**src/rtl/tank_video_pkg.sv**
```systemverilog
// Shared constants and types for the tank video path.
// Tile geometry, memory widths and the background fetch states.
package tank_video_pkg;

  localparam int TILE_W   = 8;
  localparam int MAP_COLS = 32;
  localparam int MAP_ROWS = 32;
  localparam int VRAM_AW  = 11;
  localparam int CROM_AW  = 11;

  localparam int COL_W = $clog2(MAP_COLS);
  localparam int ROW_W = $clog2(MAP_ROWS);

  typedef enum logic [2:0] {
    IDLE,
    VWAIT,
    VDATA,
    RWAIT,
    RDATA
  } fetch_state_t;

  // Map offset of the tile one column ahead of the beam.
  // The column increment wraps inside the 32-column map.
  function automatic logic [ROW_W+COL_W-1:0] tile_index(
    input logic [COL_W-1:0] cur_col,
    input logic [ROW_W-1:0] row
  );
    logic [COL_W-1:0] col;
    col = cur_col + COL_W'(1);
    return {row, col};
  endfunction

endpackage

```
**src/rtl/tank_bg_fetch_if.sv**
```systemverilog
// Read bus from the background fetch engine to video RAM and char ROM.
// Both memories return data one clk after the address is sampled.
interface tank_bg_fetch_if;
  import tank_video_pkg::*;

  logic [VRAM_AW-1:0] vram_addr;
  logic               vram_we_n;
  logic [7:0]         vram_q;
  logic [CROM_AW-1:0] rom_addr;
  logic [7:0]         rom_q;

  modport master (
    output vram_addr,
    output vram_we_n,
    output rom_addr,
    input  vram_q,
    input  rom_q
  );

  modport slave (
    input  vram_addr,
    input  vram_we_n,
    input  rom_addr,
    output vram_q,
    output rom_q
  );

endinterface

```
**src/rtl/bg_shift8.sv**
```systemverilog
// 8-pixel load/shift register for one tile row, MSB out first.
// Output pixel is registered and forced to 0 during blanking.
module bg_shift8
  import tank_video_pkg::*;
(
  input  logic              clk,
  input  logic              reset,
  input  logic              ce,
  input  logic              load,
  input  logic [TILE_W-1:0] din,
  input  logic              blank,
  output logic              pix
);

  logic [TILE_W-1:0] sh;

  // Load a new row or shift; pix takes the pre-update MSB.
  always_ff @(posedge clk) begin
    if (reset) begin
      sh  <= '0;
      pix <= 1'b0;
    end else if (ce) begin
      if (load) sh <= din;
      else      sh <= {sh[TILE_W-2:0], 1'b0};
      pix <= blank ? 1'b0 : sh[TILE_W-1];
    end
  end

endmodule

```
**src/rtl/tank_bg_fetch.sv**
```systemverilog
// Background tile fetch: tile code from VRAM, row from char ROM,
// then handed to the shifter at the end of the current tile column.
module tank_bg_fetch
  import tank_video_pkg::*;
#(
  parameter logic [VRAM_AW-1:0] ROW_BASE = 11'h000
) (
  input  logic            clk,
  input  logic            reset,
  input  logic            pix_ce,
  input  logic [8:0]      hcnt,
  input  logic [8:0]      vcnt,
  input  logic            blank,
  tank_bg_fetch_if.master bus,
  output logic            pix,
  output logic            overrun
);

  fetch_state_t      state;
  logic [TILE_W-1:0] next_buf;
  logic              next_valid;

  logic              req;
  logic              load;
  logic [TILE_W-1:0] load_val;
  logic [9:0]        tile;
  logic              unused_bits;

  assign req  = pix_ce && (hcnt[2:0] == 3'd0) && !blank;
  assign load = pix_ce && (hcnt[2:0] == 3'd7);

  assign load_val = next_valid ? next_buf : '0;
  assign tile     = tile_index(hcnt[7:3], vcnt[7:3]);

  assign bus.vram_we_n = 1'b1;
  assign unused_bits   = ^{hcnt[8], vcnt[8]};

  // Fetch sequencer; the shifter load consumes next_buf.
  always_ff @(posedge clk) begin
    if (reset) begin
      state         <= IDLE;
      bus.vram_addr <= '0;
      bus.rom_addr  <= '0;
      next_buf      <= '0;
      next_valid    <= 1'b0;
      overrun       <= 1'b0;
    end else begin
      if (req && state != IDLE) overrun <= 1'b1;
      if (load) next_valid <= 1'b0;
      unique case (state)
        IDLE: begin
          if (req) begin
            bus.vram_addr <= ROW_BASE + {1'b0, tile};
            state         <= VWAIT;
          end
        end
        VWAIT: state <= VDATA;
        VDATA: begin
          bus.rom_addr <= {bus.vram_q, vcnt[2:0]};
          state        <= RWAIT;
        end
        RWAIT: state <= RDATA;
        RDATA: begin
          next_buf   <= bus.rom_q;
          next_valid <= 1'b1;
          state      <= IDLE;
        end
        default: state <= IDLE;
      endcase
    end
  end

  bg_shift8 u_shift (
    .clk   (clk),
    .reset (reset),
    .ce    (pix_ce),
    .load  (load),
    .din   (load_val),
    .blank (blank),
    .pix   (pix)
  );

endmodule

```
**src/flat_wrapper.sv**
```systemverilog
// flat-port wrapper written by rule: the top's interface ports become plain ports
module tank_bg_fetch_flat import tank_video_pkg::*;
#(
  parameter logic [VRAM_AW-1:0] ROW_BASE = 11'h000
)
  (clk, reset, pix_ce, hcnt, vcnt, blank, pix, overrun, bus_vram_addr, bus_vram_we_n, bus_rom_addr, bus_vram_q, bus_rom_q);
  tank_bg_fetch_if bus_i ();
  input  logic clk;
  input  logic reset;
  input  logic pix_ce;
  input  logic [8:0] hcnt;
  input  logic [8:0] vcnt;
  input  logic blank;
  output logic pix;
  output logic overrun;
  output wire logic [$bits(bus_i.vram_addr)-1:0] bus_vram_addr;
  output wire logic [$bits(bus_i.vram_we_n)-1:0] bus_vram_we_n;
  output wire logic [$bits(bus_i.rom_addr)-1:0] bus_rom_addr;
  input wire logic [$bits(bus_i.vram_q)-1:0] bus_vram_q;
  input wire logic [$bits(bus_i.rom_q)-1:0] bus_rom_q;
  assign bus_vram_addr = bus_i.vram_addr;
  assign bus_vram_we_n = bus_i.vram_we_n;
  assign bus_rom_addr = bus_i.rom_addr;
  assign bus_i.vram_q = bus_vram_q;
  assign bus_i.rom_q = bus_rom_q;
  tank_bg_fetch #(.ROW_BASE(ROW_BASE)) u_core (.clk(clk), .reset(reset), .pix_ce(pix_ce), .hcnt(hcnt), .vcnt(vcnt), .blank(blank), .bus(bus_i), .pix(pix), .overrun(overrun));
endmodule
```
**config.mk**
```make
export PLATFORM = sky130hd
export DESIGN_NAME = tank_bg_fetch_flat
export DESIGN_NICKNAME = d
export VERILOG_FILES = /design/src/rtl/tank_video_pkg.sv /design/src/rtl/tank_bg_fetch_if.sv /design/src/rtl/bg_shift8.sv /design/src/rtl/tank_bg_fetch.sv /design/src/flat_wrapper.sv
export SDC_FILE = /design/constraint.sdc
export NUM_CORES = 1
export LEC_CHECK = 0
export CAP_MARGIN = 5
export CORE_ASPECT_RATIO = 1.1
export CORE_MARGIN = 2
export CORE_UTILIZATION = 40
export CTS_CLUSTER_SIZE = 25
export DETAILED_ROUTE_END_ITERATION = 6
export GPL_TIMING_DRIVEN = 0
export PLACE_DENSITY = 0.79
export SLEW_MARGIN = 20
export SYNTH_ARGS = -nofsm -noshare
export SYNTH_HDL_FRONTEND = slang
export SYNTH_SLANG_ARGS = --single-unit
```
**constraint.sdc**
```tcl
create_clock -name clk -period 1.4 [get_ports clk]
set_input_delay 0.35 -clock clk [delete_from_list [all_inputs] [get_ports clk]]
set_output_delay 0.35 -clock clk [all_outputs]
set_load 0.03 [all_outputs]
```
==> impl_metrics.tcl <==
set metrics [dict create \
    outcome "finished clean" \
    multiInputGateArea_um2 862 \
    critPathTopFamily "simple AND/OR/NAND/NOR gates" \
    totalWireLength_um 4150 \
    finalCriticalPeriod_ns 1.37 \
    antennaDiodeCount 0 \
    globalRouteOverflowTotal 0 \
    slowest_delay_ns 0.38 \
    end_kind "register" \
    nFillCells 403 \
    worst_slack_ns 0.0283 \
    critPathBufInv 1 \
    finalNetCount 289 \
    tns_ns 0 \
    cts_root_buf "clkbuf_8" \
    design.core.area_um2 4320 \
    io_buffers 57 \
    synth.distinct_cells 32 \
    ctsHtreeMaxLevel 2 \
    max_freq_ghz 0.729 \
    slew_viol_final 0 \
    crit_path_start_kind "register" \
    netlist_area_um2 1810 \
    via_per_inst 5.21 \
    layout-area-overhead-vs-synth_pct 42.7 \
    cts_tree "done" \
    power_mw 2.44 \
    grt_pass1_wl_um 6640 \
    synthFlopType "dfxtp_1" \
    grt_pass1_vias 1488 \
    synth_fp_nets 226 \
    rows 25 \
    rsz0062_at_grt "true" \
    drt_pass1_iterations 4 \
    path_depth 4 \
    ant_nets 0 \
    critPathSlowestCell "or3_1" \
    design_area_um2 2580 \
    cts_buffer_depth 2 \
    place_ws_ns -0.570 \
    drive_gt1_share_pct 19.5 \
    yosysWarnings 0 \
    cts_sinks 43 \
    r2r-end "u_core.bus.vram_addr[2]" \
    syn_area_per_cell_um2 9.68 \
    r2r_start "u_core.state[0]" \
    ir_drop_mv 0.641 \
    crit_type "reg -> reg" \
    ys_async_sr_fraction_pct 0 \
    endpoint "u_core.bus.vram_addr[2]" \
    fp.dieH_um 74.5 \
    crit_fanout 8 \
    startpoint "u_core.state[0]" \
    synthCells 187 \
    hold_viol_final 0 \
    drv_cap 0 \
    synth_edf_count 0 \
    clkLatencyLatePin_ns 0.30 \
    setup_viol 0 \
    mostFrequentLayoutCell "dfxtp_1" \
    clock_skew_ns 0.00645 \
    cts_buffers 5 \
    r2r_slack_ns 0.03 \
    placed_area_um2 2450 \
    gp_congestion 0.783 \
    arrival_ns 1.54 \
    grt_max_degree 13 \
    cellPowerDensity_nw_per_um2 945 \
    cts.clk_slew.worst_paths_ns 0.08 \
    synth-seq-cells 43 \
    drc 0 \
    ff2ff_path_depth 4 \
    min_path_cells 2 \
    drt-wirelength-per-cell_um 13.6 \
    dr.first_iter.drc_count 95 \
    hold_path.class "in -> reg" \
    cp_cell_sequence "or3_1, buf_6, nor3_4, a211oi_1" \
    start_util_pct 41.9 \
    fp.dieArea_um2 5080 \
    groute.usage.overall_pct 17.3 \
    final.period_utilization_pct 98.0 \
    ys_seq_area_share_pct 47.6 \
    dieWidth_um 68.1 \
    cp.required_ns 1.57 \
    top_level_ports 63 \
    holdBufCountCts 0 \
    leakage_nw 0.918 \
    via_count 1588 \
    antenna_found_initial 0 \
    final_cell_mix "40 x dfxtp_1, 29 x nor2_1, 29 x clkdlybuf4s50_1" \
    seqCellArea_um2 870 \
]
## worst min path at each step
stage	start	end	slack, ns
final	reset	u_core.u_shift.sh[7]	0.24
after CTS	reset	u_core.u_shift.sh[7]	0.23
after global placement	u_core.bus.vram_addr[1]	u_core.bus.vram_addr[1]	0.45
after detailed placement	u_core.bus.vram_addr[6]	u_core.bus.vram_addr[6]	0.47
after floorplan	hcnt[3]	u_core.bus.vram_addr[0]	0.45
after global routing	reset	u_core.u_shift.sh[5]	0.24
## stage by stage
stage | hold WS (ns) | instances | utilization (%)
finish | 0.235 | 305 | 59.8
global route | 0.237 | 305 | 59.8
CTS | 0.232 | 304 | 58.7
detailed placement | 0.467 | 298 | 56.7
global placement | 0.455 | 298 | 56.7
floorplan | 0.447 | 187 | -
## report_power, final
part	switching [mW]	internal (mW)	total [mW]
clock	0.410	0.450	0.860
combinational	0.157	0.163	0.320
sequential	0.0157	1.25	1.26
## sequential cells by signal (all words and copies together) (netlist names)
register	count
u_core.bus.rom_addr	11
u_core.bus.vram_addr	10
u_core.next_buf	8
u_core.u_shift.sh	8
u_core.state	3
u_core.next_valid	1
u_core.overrun	1
u_core.u_shift.pix	1
## what timing repair did
item                                   in CTS  in global routing
endpoints found under the hold margin       0                  0
buffers inserted                            1                  2
pin swaps                                   3                  5
setup endpoints to repair                  42                 58
resized for setup                          40                 47
## cells by family after synthesis
group	share of synthesized area, %
XOR/XNOR	1.94
multiplexers	10.5
flip-flops	47.6
other	0.415
AO/OA/AOI/OAI	12.2
adder cells (fa/ha/maj)	0.691
buffers and inverters	7.40
AND/OR/NAND/NOR	19.2
## synthesized netlist by cell type, types with 4 or more instances
cell	instances	area share (%)
mux2i_1	19	11
dfxtp_1	43	48
nand2_1	9	1.9
buf_6	4	2.5
o31ai_1	6	2.5
a211oi_1	4	1.7
a21oi_1	9	2.5
nand4_1	7	2.4
nor2_1	29	6.0
nand3_1	9	2.5
a31oi_1	5	1.7
buf_2	5	1.4
a311oi_1	7	3.4
clkbuf_1	4	0.83
buf_4	5	2.1
## layout make-up
class / count / area share (%)
sequential: 43 / 33.7
multi-input combinational: 124 / 33.4
timing repair buffer: 60 / 21.6
buffer: 15 / 4.65
clock buffer: 8 / 3.88
tap: 54 / 2.62
inverter: 1 / 0.194
## per-layer routing
metal | vias to the layer above | track usage, % | share of wire, %
li1 | 792 | - | -
met1 | 741 | 21.1 | 44
met2 | 49 | 28.6 | 48
met3 | 6 | 5.30 | 7.2
met4 | 0 | 6.00 | 1.5
met5 | - | 0 | 0
No activity file was read; power rests on OpenSTA's default activity.
